[src/rtl/ac97_cmd_sequencer.sv]
// AC97 codec register-write sequencer: post-ready delay, fixed init writes, then volume tracking.
// Optional build macro AC97_CMD_MUTE_EN maps volume_control==0 to a muted write (16'h8000).
module ac97_cmd_sequencer #(
  parameter int          POST_READY_CYCLES = 256,
  parameter logic [15:0] PCM_OUT_GAIN      = 16'h0808
) (
  input  logic        system_clock,
  input  logic        system_reset,
  input  logic        codec_ready,
  input  logic [3:0]  volume_control,
  output logic        cmd_valid,
  input  logic        cmd_ready,
  output logic [7:0]  cmd_addr,
  output logic [15:0] cmd_data,
  output logic        init_done
);
  localparam int               CNT_W    = $clog2(POST_READY_CYCLES + 1);
  localparam logic [CNT_W-1:0] CNT_LAST = CNT_W'(POST_READY_CYCLES - 1);

  typedef enum logic [2:0] {
    WAIT_READY, DELAY, INIT0, INIT1, INIT2, IDLE, VOL_M, VOL_H
  } state_t;

  state_t           state, state_nxt;
  logic [CNT_W-1:0] cnt;
  logic             vol_pending;
  logic [3:0]       vol_last;
  logic [3:0]       vol_cap;
  logic [15:0]      word_cap;
  logic             xfer;
  logic             codec_lost;
  logic             capture;

  function automatic logic [15:0] vol_map(input logic [3:0] v);
    logic [4:0] att;
    att = {~v, 1'b0};
`ifdef AC97_CMD_MUTE_EN
    if (v == 4'd0) return 16'h8000;
`endif
    return {3'b000, att, 3'b000, att};
  endfunction

  assign xfer       = cmd_valid && cmd_ready;
  assign codec_lost = (state != WAIT_READY) && !codec_ready;
  assign capture    = ((state == DELAY) && (state_nxt == INIT0)) ||
                      ((state == IDLE)  && (state_nxt == VOL_M));

  always_ff @(posedge system_clock or posedge system_reset) begin
    if (system_reset) state <= WAIT_READY;
    else              state <= state_nxt;
  end

  // Outputs decode straight from state so an async reset drops cmd_valid immediately.
  always_comb begin
    state_nxt = state;
    cmd_valid = 1'b0;
    cmd_addr  = 8'h00;
    cmd_data  = 16'h0000;
    case (state)
      WAIT_READY: if (codec_ready) state_nxt = DELAY;
      DELAY:      if (cnt == CNT_LAST) state_nxt = INIT0;
      INIT0: begin
        cmd_valid = 1'b1;
        cmd_addr  = 8'h02;
        cmd_data  = word_cap;
        if (cmd_ready) state_nxt = INIT1;
      end
      INIT1: begin
        cmd_valid = 1'b1;
        cmd_addr  = 8'h04;
        cmd_data  = word_cap;
        if (cmd_ready) state_nxt = INIT2;
      end
      INIT2: begin
        cmd_valid = 1'b1;
        cmd_addr  = 8'h18;
        cmd_data  = PCM_OUT_GAIN;
        if (cmd_ready) state_nxt = IDLE;
      end
      IDLE: if (vol_pending || (volume_control != vol_last)) state_nxt = VOL_M;
      VOL_M: begin
        cmd_valid = 1'b1;
        cmd_addr  = 8'h02;
        cmd_data  = word_cap;
        if (cmd_ready) state_nxt = VOL_H;
      end
      VOL_H: begin
        cmd_valid = 1'b1;
        cmd_addr  = 8'h04;
        cmd_data  = word_cap;
        if (cmd_ready) state_nxt = IDLE;
      end
      default: state_nxt = WAIT_READY;
    endcase
    if (codec_lost) state_nxt = WAIT_READY;
  end

  // Losing the codec overrides everything, including a transfer accepted in the same cycle.
  always_ff @(posedge system_clock or posedge system_reset) begin
    if (system_reset) begin
      cnt         <= '0;
      vol_pending <= 1'b1;
      vol_last    <= 4'd0;
      vol_cap     <= 4'd0;
      word_cap    <= 16'h0000;
      init_done   <= 1'b0;
    end else if (codec_lost) begin
      vol_pending <= 1'b1;
      init_done   <= 1'b0;
    end else begin
      if (state == WAIT_READY) cnt <= '0;
      else if (state == DELAY) cnt <= cnt + CNT_W'(1);
      if (capture) begin
        vol_cap  <= volume_control;
        word_cap <= vol_map(volume_control);
      end
      if ((state == INIT2) && xfer) begin
        init_done   <= 1'b1;
        vol_pending <= 1'b0;
        vol_last    <= vol_cap;
      end
      if ((state == VOL_H) && xfer) vol_last <= vol_cap;
    end
  end
endmodule

[config.mk]
export PLATFORM = sky130hd
export DESIGN_NAME = ac97_cmd_sequencer
export DESIGN_NICKNAME = d
export VERILOG_FILES = /design/src/rtl/ac97_cmd_sequencer.sv
export SDC_FILE = /design/constraint.sdc
export NUM_CORES = 1
export LEC_CHECK = 0
export ABC_AREA = 1
export ABC_CLOCK_PERIOD_IN_PS = 2220
export CORE_MARGIN = 2
export CORE_UTILIZATION = 50
export CTS_BUF_LIST = sky130_fd_sc_hd__clkbuf_16
export DETAILED_ROUTE_END_ITERATION = 8
export PLACE_DENSITY = 0.78
export SLEW_MARGIN = 20
export SYNTH_ARGS = -nofsm -noshare
export SYNTH_HDL_FRONTEND = slang
export SYNTH_SLANG_ARGS = --single-unit
export TNS_END_PERCENT = 1
[constraint.sdc]
create_clock -name system_clock -period 2.22 [get_ports system_clock]
set_input_delay 0.333 -clock system_clock [delete_from_list [all_inputs] [get_ports system_clock]]
set_output_delay 0.333 -clock system_clock [all_outputs]
set_load 0.02 [all_outputs]
==> summary.md <==
| Metric | Value |
|---|---|
| Outcome | finished, final reports clean |
| Crit share post-route | roughly 93% |
| Complex-gate fraction of the synthesized area | approximately an eighth |
| Final antenna diode count | 0 |
| Starting DRT DRC Count | 52 |
| Synth Flop Type | dfrtp_1 |
| Fin. Hold Viols | 0 |
| Initial antenna violation count | 0 |
| Seq. cell area | 652 sq um |
| Die Wd | between 60 and 70 um |
| Core area | approximately 3100 sq um |
| Max-Cap Viols | 0 |
| XOR/XNOR share of the synthesized area | less than 1% |
| EDFF count, synth | 0 |
| Fraction of registers with async set/reset | 100% |
| Vias in the first global route | ~1.2k |
| Grt ovf | 0 |
| Crit end category | output port |
| Critical Path Source Type | flop |
| FF+latch count, synth | 26 |
| Final Net Count | roughly 240 |
| Area of the multi-input gates | just over 700 sq um |
| Area Growth Syn to Fin | 15.7% |
| IO Port Bufs | 21 |
| Yosys cell types | 31 |
| CTS Buffer Depth | 2 |
| Worst hold path type | in -> async |
| Num rows | 20 |
| Number of I/O pins | 34 |
| CTS H-tree lvls | 1 |
| Overall Power | around 1.8 mW |
| Synthesis Warnings | 0 |
| Dpl hpwl | roughly 2200 um |
| Worst Path Max Fanout | 11 |
| CP max stage cell | dfrtp_1 |
| Post-synthesis mux area share | 0% |
| Root buffer cell | clkbuf_16 |
| DRC | 0 |
| Area share of the largest cell type after synthesis | 38.6% |
| Commonest non-fill, non-tap cells in the layout | nand2_1 (41), inv_1 (40), dfrtp_1 (25) |
| Worst-path clk slew | ~0.060 ns |
| RSZ-0062 raised after global routing | no |
| Simple-gate share of the synthesized area | between 20% and 30% |
| CTS tree | built |
| Die H | between 60 and 70 um |
| CP startpoint | state[1] |
| Clock skew | ~0.0044 ns |
| CTS Sinks | 26 |
| Crit path cell chain | nand2_1, inv_1, clkdlybuf4s50_1 |
| Worst path arrival time | around 1.7 ns |
| Critical path class | reg -> out |
| Share of cells above drive strength 1 | about 11% |
| CP bufs+invs | 2 |
| Initial Utilization | a little over half |
| Global-route usage over all layers | between 10% and 20% |
| Post-route ant nets | 0 |
| Clk Latency, worst-skew pair | about 0.26 ns |
| Worst reg2reg startpoint | cnt[0] |
| Num CTS Buffers | 3 |
| Slew Viols, Final | 0 |
| Synth Area in Adders | approximately 1.5% |
| First-pass GRT wire length | between 5000 and 6000 um |
| PnR worst setup slack | about 0.15 ns |
| DR pass1 iterations | 4 |
| Final Routed Wirelength | 2990 um |
| Crit-path max cell delay | 0.63 ns |
| CTS Hold Bufs | 0 |
| Total number of vias | around 1.3k |
| Routed WL per cell | roughly 11 um |
| Peak supply drop | around 0.40 mV |
| GP Congestion | between 0.8 and 0.9 |
| Area leader, netlist | dfrtp_1 |
| Worst slack at placement | around 0.23 ns |
| Vias/cell | 4.72 |
| Req. time, crit path | about 1.9 ns |
| FMAX | 483 MHz |
| Mapped Cells | 208 |
| Largest cells by area after synthesis | dfrtp_1 (39%), nand2_1 (9.5%), inv_1 (9.0%) |
| Fill cell count | 266 |
| PostCTS Resize Cnt | 1 |
| Setup TNS | 0 ns |
| Mapped Avg Cell Area | between 7 and 8 sq um |
| Delay-heaviest family, CP | buffers and inverters |
| Post-Syn Area | about 1600 sq um |
| Setup Fix Bufs, Post-CTS | 0 |
| Largest net degree at the start of global routing | 27 |
| Post-route minimum period | 2.07 ns |
| Pleak | 0.981 nW |
| Final Setup Violations | 0 |
| PwrDens | ~960 nW/um^2 |
| Hold_ws | 0.422 ns |
| Main combinational cell family by area after synthesis | simple AND/OR/NAND/NOR gates |
| Most common cell after layout, fill and taps aside | nand2_1 |
| Die area | about 3700 sq um |
| Seq/Total Area, Yosys | ~40% |
[state kept, by name, summed over array words and instances (netlist names)]
name	cells
cnt	9
vol_cap	4
vol_pending	1
state	3
init_done	1
word_cap	4
vol_last	4
[stage by stage]
| stage | cells | util, % | cell area [sq um] |
|---|---|---|---|
| after global routing | 271 | 61.0 | 1880 |
| after floorplan | 219 | - | 1660 |
| after detailed placement | 267 | 58.4 | 1800 |
| final | 271 | 61.0 | 1880 |
| after CTS | 271 | 60.9 | 1880 |
| after global placement | 267 | 58.4 | 1800 |
[worst register-to-register path, stage by stage, from the launching register on]
cell,delay [ns]
dfrtp_1,0.38
ha_1,0.18
nand2_1,0.08
nor4_1,0.24
ha_1,0.19
inv_1,0.06
nand2_1,0.06
nand3_1,0.09
nor2_2,0.18
nand3_4,0.17
o21bai_1,0.20
nand2_1,0.07
[power by group]
group	total (mW)	switching, mW	internal (mW)
clock network	0.400	0.159	0.241
logic	0.710	0.433	0.277
registers	0.687	0.0881	0.599
total	1.80	0.680	1.12
[worst paths after layout]
kind,end,slack (ns),cells past startpoint
min in group system_clock,cnt[7],0.47,1
worst max register to register,vol_cap[0],0.22,11
worst max-delay path,cmd_addr[1],0.15,3
worst min-delay path,vol_last[2],0.42,3
worst min register to register,cnt[7],0.47,1
max in group asynchronous,vol_pending,1.50,3
[metal layers]
metal / GRT usage, % / routed length, um
met2: 31.3 / 1370
met1: 25.4 / 1430
met3: 2.35 / 129
met4: 7.45 / 54
met5: 0 / 0
[cells by family after synthesis]
family / after synthesis
simple gates: 86
buf+inv: 60
compound gates: 32
flops: 26
fa+ha+maj: 2
xor+xnor: 1
other cells: 1
[layout make-up]
type	count	share of cell area [%]
Multi-Input combinational cell	133	37.8
Clock buffer	3	4.00
Clock inverter	1	0.200
Timing Repair Buffer	22	11.7
Tap cell	44	2.93
Inverter	42	8.66
Sequential cell	26	34.7
[cells in the mapped netlist (all sizes together) (2+ instances only)]
master and count:
ha 2, a21oi 8, nand3 14, nand2 47, buf 18, dfrtp 25, nor3 3, inv 42
nand4 2, nor2 18, o21bai 9, o21ai 12
Power figures use the tool's default switching activity.
